==> src/rtl/spi_master_ctrl.sv <==
// SPI register-access master: one valid/ready request becomes a 45-bit SID/WR/ADDR/DATA frame with optional 32-bit read capture.
// Acceptance to REQ_READY takes 92*CLK_DIV cycles; every output is registered and REQ_VALID is ignored while busy.
module spi_master_ctrl #(
  parameter int CLK_DIV = 4
) (
  input  logic        SYS_CLK,
  input  logic        SYS_RST,
  input  logic        REQ_VALID,
  output logic        REQ_READY,
  input  logic        REQ_WR,
  input  logic [2:0]  REQ_SID,
  input  logic [6:0]  REQ_ADDR,
  input  logic [31:0] REQ_WDATA,
  output logic        RSP_VALID,
  output logic [31:0] RSP_RDATA,
  output logic        BUSY,
  output logic        SPI_CLK,
  output logic        SPI_CS,
  output logic        SPI_MOSI,
  input  logic        SPI_MISO
);

  localparam int            CW       = $clog2(CLK_DIV);
  localparam logic [CW-1:0] CNT_LAST = CW'(CLK_DIV - 1);

  typedef enum logic [2:0] {IDLE, SETUP, SHIFT, TAIL, GAP} state_t;

  state_t        state_q, state_d;
  logic [CW-1:0] cnt_q, cnt_d;
  logic [5:0]    bit_q, bit_d;
  logic [44:0]   frame_q, frame_d;
  logic [31:0]   rx_q, rx_d;
  logic          wr_q, wr_d;
  logic          ready_q, ready_d;
  logic          busy_q, busy_d;
  logic          rsp_vld_q, rsp_vld_d;
  logic [31:0]   rdata_q, rdata_d;
  logic          sclk_q, sclk_d;
  logic          cs_q, cs_d;
  logic          mosi_q, mosi_d;
  logic          last;

  always_comb begin
    state_d   = state_q;
    bit_d     = bit_q;
    frame_d   = frame_q;
    rx_d      = rx_q;
    wr_d      = wr_q;
    ready_d   = ready_q;
    busy_d    = busy_q;
    rsp_vld_d = 1'b0;
    rdata_d   = rdata_q;
    sclk_d    = sclk_q;
    cs_d      = cs_q;
    mosi_d    = mosi_q;
    last      = (cnt_q == CNT_LAST);
    // One counter paces every phase: each state/half-period lasts CLK_DIV cycles.
    cnt_d     = last ? '0 : cnt_q + CW'(1);

    case (state_q)
      IDLE: begin
        cnt_d = '0;
        if (REQ_VALID && ready_q) begin
          state_d = SETUP;
          wr_d    = REQ_WR;
          frame_d = {REQ_SID, REQ_WR, REQ_ADDR, (REQ_WR ? REQ_WDATA : 32'h0), 2'b00};
          ready_d = 1'b0;
          busy_d  = 1'b1;
          cs_d    = 1'b0;
        end
      end
      SETUP: begin
        if (last) begin
          state_d = SHIFT;
          sclk_d  = 1'b1;
          mosi_d  = frame_q[44];
          frame_d = {frame_q[43:0], 1'b0};
          bit_d   = '0;
        end
      end
      SHIFT: begin
        if (last) begin
          if (sclk_q) begin
            sclk_d = 1'b0;
            // MISO level just before the falling edge lands MSB first.
            if (bit_q >= 6'd11 && bit_q <= 6'd42) rx_d = {rx_q[30:0], SPI_MISO};
            if (bit_q == 6'd44) state_d = TAIL;
          end else begin
            sclk_d  = 1'b1;
            mosi_d  = frame_q[44];
            frame_d = {frame_q[43:0], 1'b0};
            bit_d   = bit_q + 6'd1;
          end
        end
      end
      TAIL: begin
        if (last) begin
          state_d   = GAP;
          cs_d      = 1'b1;
          rsp_vld_d = 1'b1;
          rdata_d   = wr_q ? 32'h0 : rx_q;
        end
      end
      GAP: begin
        if (last) begin
          state_d = IDLE;
          ready_d = 1'b1;
          busy_d  = 1'b0;
        end
      end
      default: state_d = IDLE;
    endcase
  end

  always_ff @(posedge SYS_CLK or negedge SYS_RST) begin
    if (!SYS_RST) begin
      state_q   <= IDLE;
      cnt_q     <= '0;
      bit_q     <= '0;
      frame_q   <= '0;
      rx_q      <= '0;
      wr_q      <= 1'b0;
      ready_q   <= 1'b1;
      busy_q    <= 1'b0;
      rsp_vld_q <= 1'b0;
      rdata_q   <= '0;
      sclk_q    <= 1'b0;
      cs_q      <= 1'b1;
      mosi_q    <= 1'b0;
    end else begin
      state_q   <= state_d;
      cnt_q     <= cnt_d;
      bit_q     <= bit_d;
      frame_q   <= frame_d;
      rx_q      <= rx_d;
      wr_q      <= wr_d;
      ready_q   <= ready_d;
      busy_q    <= busy_d;
      rsp_vld_q <= rsp_vld_d;
      rdata_q   <= rdata_d;
      sclk_q    <= sclk_d;
      cs_q      <= cs_d;
      mosi_q    <= mosi_d;
    end
  end

  assign REQ_READY = ready_q;
  assign BUSY      = busy_q;
  assign RSP_VALID = rsp_vld_q;
  assign RSP_RDATA = rdata_q;
  assign SPI_CLK   = sclk_q;
  assign SPI_CS    = cs_q;
  assign SPI_MOSI  = mosi_q;

endmodule
==> config.mk <==
export PLATFORM = sky130hd
export DESIGN_NAME = spi_master_ctrl
export DESIGN_NICKNAME = d
export VERILOG_FILES = /design/src/rtl/spi_master_ctrl.sv
export SDC_FILE = /design/constraint.sdc
export NUM_CORES = 1
export LEC_CHECK = 0
export ABC_AREA = 1
export CAP_MARGIN = 10
export CORE_UTILIZATION = 30
export DETAILED_ROUTE_END_ITERATION = 6
export PLACE_DENSITY = 0.51
export SLEW_MARGIN = 20
export SYNTH_ARGS = -nofsm -noshare
export SYNTH_HDL_FRONTEND = slang
export SYNTH_SLANG_ARGS = --single-unit
==> constraint.sdc <==
create_clock -name SYS_CLK -period 2.1 [get_ports SYS_CLK]
set_clock_uncertainty 0.05 [all_clocks]
set_input_delay 0.21 -clock SYS_CLK [delete_from_list [all_inputs] [get_ports SYS_CLK]]
set_output_delay 0.21 -clock SYS_CLK [all_outputs]
set_load 0.02 [all_outputs]
# Word level (Yosys, flattened, before mapping)
# Index checks and enable logic that the tools add are counted.
[classes]
muxes = 37
n_eq_ne = 14
n_addsub = 2
n_reduce_logical = 16
n_lt_le_gt_ge = 2
[ops]
columns = ["cell", "n"]
rows = [
  ["45-bit two-way mux", 4],
  ["45-bit one-hot mux with 3 select lines", 1],
  ["32-bit two-way mux", 2],
  ["3-bit two-way mux", 7],
  ["6-bit two-way mux", 3],
  ["2-bit inequality test, second input constant", 8],
  ["3-bit one-hot mux with 5 select lines", 1],
  ["6-bit one-hot mux with 2 select lines", 1],
  ["1-bit two-way mux", 11],
  ["1-bit one-hot mux with 2 select lines", 5],
  ["3-bit AND reduction", 3],
  ["4-bit AND reduction", 2],
  ["7-bit AND reduction", 1],
  ["6-bit by 1-bit adder with 6-bit output, second input constant", 1],
  ["3-bit by 2-bit equality test with 1-bit output, second input constant", 2],
  ["6-bit equality test, second input constant", 1],
  ["6-bit by 4-bit >= comparator with 1-bit output, second input constant", 1],
  ["6-bit less-or-equal comparator, second input constant", 1],
  ["2-bit nonzero test", 3],
  ["5-bit AND reduction", 1],
  ["2-bit two-way mux", 2],
  ["2-bit AND reduction", 2],
  ["3-bit by 1-bit equality test with 1-bit output, second input constant", 1],
  ["3-bit equality test, second input constant", 1],
  ["5 further kinds", 6],
]
[word_totals]
wordCells = 84
out_inout_bits = 38
register_bits = 127

# Logic depth before layout (Yosys ltp)
# Gate-level depths: netlist of the first run.
[logic_depth]
depth_word = 5
mapped_depth = 11
depth_no_buf = 10

# Least setup slack after synthesis of the first run
# Ideal clock, no wire load.
[synth_path]
path_kind = "reg-to-reg"
start = "register cnt_q[0]"
end = "register frame_q[10]"
setup_slack_ns = 0.562
t_arrival_ns = 1.372
synth_period_minus_slack_ns = 1.538
n_path_buf = 2
path_stages_with_launch = 10
path_cell_list = "dfrtp_1 -> ha_1 -> inv_1 -> nand4_1 -> nand2_2 -> nor2_2 -> buf_6 -> buf_4 -> nand2_1 -> nand2_1"
[synth_via]
elab_chain_len = 3
word_cells_on_any_way = 4
[synth_rtl]
columns = ["element", "line_no", "source"]
rows = [
  ["start: declaration", "29", "logic [CW-1:0] cnt_q, cnt_d;"],
  ["start signal: assignment", "132", "cnt_q <= cnt_d;"],
  ["2-bit equality test *", "56", "last = (cnt_q == CNT_LAST);"],
  ["2-bit inequality test (no line)", "--", ""],
  ["5-bit AND reduction (no line) *", "--", ""],
  ["end signal: assignment", "134", "frame_q <= frame_d;"],
  ["end: declaration", "31", "logic [44:0] frame_q, frame_d;"],
]
# Mark *: on every way between the ends. The rest lies on a longest branch, timed or not.
# A chain may end at the register's enable or synchronous reset.

# Final worst setup path of the first run
[layout_path]
start = "register cs_q, in the netlist SPI_CS"
end = "output port SPI_CS"
[layout_lines]
columns = ["element", "line_no", "source"]
rows = [
  ["start: declaration", "39", "logic cs_q, cs_d;"],
  ["start signal: assignment", "142", "cs_q <= cs_d;"],
  ["end: declaration", "18", "output logic SPI_CS,"],
]
# No word-level cell between the ends.

==> results.sh, run 1 <==
export IMPL_via_per_inst=4.45
export IMPL_yosysTopAreaCellShare_pct=53.9
export IMPL_numCtsBuffers=17
export IMPL_vias=4656
export IMPL_place_inst=1015
export IMPL_drt_first_iter_violations=248
export IMPL_cap_violations=0
export IMPL_numPortBuffers=84
export IMPL_synth_area_um2=5710
export IMPL_finalCritPeriodShare_pct=87.7
export IMPL_antenna_left=0
export IMPL_ys_types=24
export IMPL_grt_pass1_vias=4422
export IMPL_setup_viol=0
export IMPL_outcome="complete, no violations"
export IMPL_synthCells=720
export IMPL_wirelength_um=13100
export IMPL_clkTransAtPathRegs_ps=60
export IMPL_finalNetCount=852
export IMPL_critPathCaptureType="output pin"
export IMPL_clk_path_buf_depth=2
export IMPL_antenna_found_initial=0
export IMPL_slew_violations=0
export IMPL_peakVddDrop_mv=0.658
export IMPL_placed_area_um2=6810
export IMPL_tightest_slew_ps=589
export IMPL_reg2regPathDepth=6
export IMPL_ys_warnings_count=0
export IMPL_drt_pass1_iter_count=4
export IMPL_yosys_cell_count_top_type="nand2_1"
export IMPL_drc=0
export IMPL_r2r_start="state_q[2]"
export IMPL_multi_input_area_um2=2230
export IMPL_ys_flop_type="dfrtp_1"
export IMPL_rsz0062_at_grt="no"
export IMPL_yosys_area_top_type="dfrtp_1"
export IMPL_max_freq_ghz=0.543
export IMPL_path_max_fanout=2
export IMPL_antenna_cells=0
export IMPL_dieWidth_um=140
export IMPL_post_drt_wl_per_cell_um=12.5
export IMPL_cp_start_kind="flip-flop"
export IMPL_synth_edf_count=0
export IMPL_cts_tree="yes"
export IMPL_worst_setup_path_type="reg2out"
export IMPL_maxSlewHeadroom_pct=60.7
export IMPL_synth_seq_cells=125
export IMPL_area_growth_pct=28.9
export IMPL_critPathTopFamily="buffers and inverters"
export IMPL_hold_viol=0
export IMPL_crit_slowest_cell="clkdlybuf4s50_1"
export IMPL_powerDensity_nw_per_um2=1190
export IMPL_netlist_top_cells_count="nand2_1 (344), dfrtp_1 (123), nand3_1 (106), inv_1 (29), o21ai_0 (24)"
export IMPL_r2r_end="rx_q[12]"
export IMPL_avgSynthCellArea_um2=7.94
export IMPL_setup_tns_ps=0
export IMPL_synth_async_reset_ratio_pct=100
export IMPL_dp_hpwl_um=8470
export IMPL_path_buf_inv=1
export IMPL_seqCellArea_um2=3130
export IMPL_drive_gt1_share_pct=7.51
export IMPL_cp_data_arrival_time_ps=1580
export IMPL_grt_pass1_wl_um=22400
export IMPL_critical_path_max_stage_delay_ps=640
export IMPL_rows=50
export IMPL_cts_root_buf="clkbuf_16"
export IMPL_period_needed_ps=1840
export IMPL_grt_remaining_overflow=0
export IMPL_grt_use_total_pct=14.4
export IMPL_worstHoldPathType="in2async"
export IMPL_clock_sinks=125
export IMPL_dieArea_um2=19600
export IMPL_die_h_um=140
export IMPL_synthTopCellsByArea="dfrtp_1 (54%), nand2_1 (23%), nand3_1 (9.3%)"
export IMPL_start_util_pct=30.5
export IMPL_required_ps=1840
export IMPL_p_leak_nw=3.83
export IMPL_post_cts_resized=0
export IMPL_ys_seq_area_share_pct=54.8
export IMPL_clkLatencyLatePin_ps=420
export IMPL_gp_congestion=0.746
export IMPL_io_pins=85
export IMPL_fill_cells=1905
export IMPL_final_area_um2=7370
export IMPL_syn_num_nets=771
export IMPL_final_cells=1046
export IMPL_grt_max_degree=42
export IMPL_path_cells="clkdlybuf4s50_1"
export IMPL_r2r_slack_ps=430
export IMPL_core_um2=18700
export IMPL_cts_max_level=4
==> cell usage in the layout (no fill, tap or decap), drive strengths merged, types with 3 or more instances in the layout <==
cell type,instances
clkbuf,23
nor2,19
dfrtp,123
clkdlybuf4s50,83
o21ai,35
inv,35
nand4,3
nand2,346
clkinv,4
nand3,107
ha,4
buf,18
==> final cells by class <==
type	instances	area share, %
inverter	35	1.82
sequential	125	42.5
clock inverter	7	0.883
clock buffer	23	6.49
timing repair buffer	102	14.1
tap	234	3.97
multi-input combinational	520	30.2
==> metal layers <==
| metal | wire [um] | GRT usage (%) |
|---|---|---|
| met5 | 0 | 0 |
| met4 | 48 | 5.90 |
| met3 | 424 | 3.38 |
| met2 | 5760 | 20.6 |
| met1 | 6850 | 20.9 |
==> how the worst max path moves through the flow <==
stage | startpoint | end | slack [ps] | depth (start not counted)
global route | REQ_READY | REQ_READY | 210 | 1
CTS | SPI_CS | SPI_CS | 240 | 1
finish | SPI_CS | SPI_CS | 260 | 1
global placement | REQ_VALID | frame_q[36] | 400 | 7
detailed placement | REQ_VALID | frame_q[38] | 380 | 8
floorplan | cnt_q[0] | frame_q[10] | 560 | 9
==> logic make-up (layout without fill, tap and decap cells) <==
kind of cell / Yosys count / after routing / share of synthesized area, %
AOI/OAI and AO/OA: 38 / 38 / 3.42
and+or+nand+nor: 476 / 476 / 34.3
adders and majority gates: 4 / 4 / 0.876
buffers and inverters: 75 / 167 / 6.33
DFF: 125 / 125 / 54.8
xor gates and xnor gates: 2 / 2 / 0.307
==> repair_timing <==
item	in CTS	in global routing
buffers inserted	0	0
hold buffers	1	0
endpoints found under the hold margin	36	0
==> state kept, by name, summed over array words and instances (netlist names), 2 cells and up <==
| register | count |
|---|---|
| RSP_RDATA | 32 |
| bit_q | 6 |
| cnt_q | 2 |
| frame_q | 43 |
| rx_q | 32 |
| state_q | 3 |
==> power by group <==
group / leakage, nW / internal, W / switching [W]
Combinational: 1.89 / 0.000978 / 0.00198
Sequential: 1.68 / 0.00285 / 0.000214
Clock: 0.265 / 0.00170 / 0.00103
==> metrics by stage <==
| stage | total power (W) | util, % | hold WS [ps] | setup slack, ps |
|---|---|---|---|---|
| 4_1_cts | 0.00888 | 39.4 | 300 | 237 |
| 5_1_grt | 0.00941 | 39.4 | 339 | 209 |
| 6_report | 0.00874 | 39.4 | 288 | 258 |
| 3_5_place_dp | 0.00611 | 36.4 | 196 | 376 |
| 3_3_place_gp | 0.00609 | 36.4 | 198 | 396 |
| 2_1_floorplan | 0.00539 | - | -136 | 562 |
Note: power is estimated with default switching activity, not from simulation.
==> run 2, diff against run 1 <==
- CAP_MARGIN: 10 -> default
==> results of run 2 <==
No change in the layout: final DEF, timing and power equal those of run 1.
==> run 3, diff against run 2 <==
- ABC_AREA: 1 -> 0
==> run 3 against run 2 <==
  * The flow now finishes with violations (DRC)
  * Worst setup slack worse by 180 ps
  * Largest cell class unchanged
  * Cell count shrank 17%
  * Largest power group is now the clock network
  * Sequential share of layout area barely moved
==> results.sh, run 3 <==
export IMPL_outcome="finished with violations"
export IMPL_violations="DRC"
export IMPL_required_ps=2380
export IMPL_drt_first_iter_violations=148
export IMPL_synthTopCellsByArea="dfrtp_1 (55%), mux2_4 (8.1%), nand2_1 (6.3%)"
export IMPL_setup_viol=0
export IMPL_vias=4133
export IMPL_yosys_area_top_type="dfrtp_1"
export IMPL_clkPwrFrac_pct=53.2
export IMPL_post_drt_wl_per_cell_um=13.6
export IMPL_setup_tns_ps=0
export IMPL_via_per_inst=4.77
export IMPL_pwr_share_comb_pct=2.8
export IMPL_syn_num_nets=595
export IMPL_yosys_cell_count_top_type="dfrtp_1"
export IMPL_final_cells=867
export IMPL_grt_remaining_overflow=0
export IMPL_worstHoldPathType="in2async"
export IMPL_area_growth_pct=31.7
export IMPL_ys_flop_type="dfrtp_1"
export IMPL_drt_pass1_iter_count=7
export IMPL_finalNetCount=676
export IMPL_netlist_top_cells_count="dfrtp_1 (123), nand2_1 (94), nor2_1 (49), a31oi_1 (42), o21ai_0 (36)"
export IMPL_synth_async_reset_ratio_pct=100
export IMPL_grt_pass1_wl_um=19900
export IMPL_place_inst=832
export IMPL_dp_hpwl_um=7370
export IMPL_drive_gt1_share_pct=14.4
export IMPL_switching_share_pct=20.5
export IMPL_worst_setup_path_type="reg2reg"
export IMPL_core_um2=18100
export IMPL_utilization_pct=40.6
export IMPL_synthCells=544
export IMPL_maxSlewHeadroom_pct=44.0
export IMPL_ys_types=39
export IMPL_period_needed_ps=2020
export IMPL_die_h_um=139
export IMPL_clkTransAtPathRegs_ps=60
export IMPL_cts_max_level=4
export IMPL_p_leak_nw=3.27
export IMPL_ys_warnings_count=0
export IMPL_cp_data_arrival_time_ps=2300
export IMPL_antenna_left=0
export IMPL_largest_register_ffs=43
export IMPL_synth_seq_cells=125
export IMPL_start_util_pct=30.8
export IMPL_totalPowerFinal_w=0.00549
export IMPL_clkLatencyLatePin_ps=410
export IMPL_hold_viol=0
export IMPL_critPathCaptureType="flip-flop"
export IMPL_mostFrequentLayoutCells="dfrtp_1 (123), nand2_1 (94), clkdlybuf4s50_1 (83), nor2_1 (49), a31oi_1 (42)"
export IMPL_final_common_cell="dfrtp_1"
export IMPL_cp_start_kind="flip-flop"
export IMPL_cts_tree="yes"
export IMPL_finalCritPeriodShare_pct=96.1
export IMPL_peakVddDrop_mv=0.549
export IMPL_fill_cells=1765
export IMPL_dieArea_um2=19200
export IMPL_clock_sinks=125
export IMPL_fin_hold_ws_ps=122
export IMPL_antenna_found_initial=0
export IMPL_grt_use_total_pct=13.1
export IMPL_numPortBuffers=84
export IMPL_cts_root_buf="clkbuf_16"
export IMPL_dieWidth_um=139
export IMPL_avgSynthCellArea_um2=10.3
export IMPL_tightest_slew_ps=839
export IMPL_p_sw_w=0.00113
export IMPL_clk_path_buf_depth=2
export IMPL_drc=18
export IMPL_numCtsBuffers=17
export IMPL_wirelength_um=11800
export IMPL_synth_edf_count=0
export IMPL_grt_pass1_vias=3964
export IMPL_largest_register="frame_q"
export IMPL_synth_area_um2=5590
export IMPL_yosysTopAreaCellShare_pct=55.0
export IMPL_antenna_cells=0
export IMPL_rows=49
export IMPL_ys_seq_area_share_pct=56.0
export IMPL_slew_violations=0
export IMPL_path_max_fanout=35
export IMPL_cap_violations=0
export IMPL_max_freq_ghz=0.496
export IMPL_grt_max_degree=86
export IMPL_powerDensity_nw_per_um2=745
export IMPL_gp_congestion=0.706
export IMPL_seq_power_share_pct=43.9
export IMPL_p_int_w=0.00436
export IMPL_rsz0062_at_grt="no"
export IMPL_io_pins=85
-- run 3: cell types whose count changed after synthesis, sizes merged, moves of 5 or more --
cell    previous run  this run
a21oi              1         6
a31oi              0        42
buf               27        13
clkbuf            13        26
inv               35         7
mux2               0        34
nand2            346        94
nand2b             0        34
nand3            107        35
nor2              19        49
-- run 3: repair_timing --
action                     4_1_cts  5_1_grt
hold endpoints to repair       123        0
hold buffers                     1        0
setup buffers                    0        1
resized for setup                0        2
setup endpoints to repair        0       25
-- run 3: kinds of logic after synthesis --
family | Yosys count | share of synthesized area [%]
AO/OA/AOI/OAI | 100 | 10.8
XOR/XNOR | 4 | 0.626
adder cells (fa/ha/maj) | 4 | 0.895
buffers and inverters | 46 | 3.82
flip-flops | 125 | 56.0
multiplexers | 34 | 8.86
AND/OR/NAND/NOR | 231 | 19.0
-- run 3: critical path, cell delays in order, from the launching register on --
cell and delay (ps):
dfrtp_1 370, buf_4 180, nand3b_1 230, a2111oi_4 440, buf_4 200, buf_6 250
nor2_1 60, a31oi_1 140
-- run 3: area by class of cell --
| class | instances | area, um2 | area share [%] |
|---|---|---|---|
| Clock inverter | 10 | 111 | 1.51 |
| Tap cell | 229 | 287 | 3.89 |
| Inverter | 7 | 26.3 | 0.357 |
| Timing Repair Buffer | 101 | 1050 | 14.3 |
| Multi-Input combinational cell | 373 | 2280 | 30.9 |
| Sequential cell | 125 | 3130 | 42.5 |
| Clock buffer | 22 | 484 | 6.57 |
-- run 3: routing by layer --
metal  GRT usage [%]  part of all wire [%]  vias up
met1            17.8                    49     1984
met5               0                     0        -
met2            19.4                    45       99
met3            3.76                   4.6       16
met4            5.68                   1.4        0
li1                -                     -     2034
-- run 3: through the flow --
stage                     worst slack (ps)  cell area, um2
after floorplan                        166            5590
after global placement                 173            6740
after detailed placement              96.9            6740
after CTS                              102            7340
after global routing                  13.2            7370
final                                 82.4            7370
-- run 3: worst paths after layout --
kind                              from            end  slack [ps]  cells past startpoint
max reg2reg                 state_q[0]    frame_q[32]          80                      7
min reg2reg                   cnt_q[0]       cnt_q[0]         410                      1
min                            SYS_RST  RSP_RDATA[10]         120                      2
min in group SYS_CLK       REQ_ADDR[1]    frame_q[35]         310                      3
max in group asynchronous      SYS_RST         SPI_CS        1170                      3
max                         state_q[0]    frame_q[32]          80                      7
-- run 3: power groups by stage --
stage	logic, W	registers (W)	clock network, W
3_3_place_gp	0.000157	0.00245	0
6_report	0.000156	0.00241	0.00292
2_1_floorplan	0.0000114	0.00245	0
3_5_place_dp	0.000161	0.00245	0
5_1_grt	0.000174	0.00241	0.00313
4_1_cts	0.000163	0.00241	0.00300
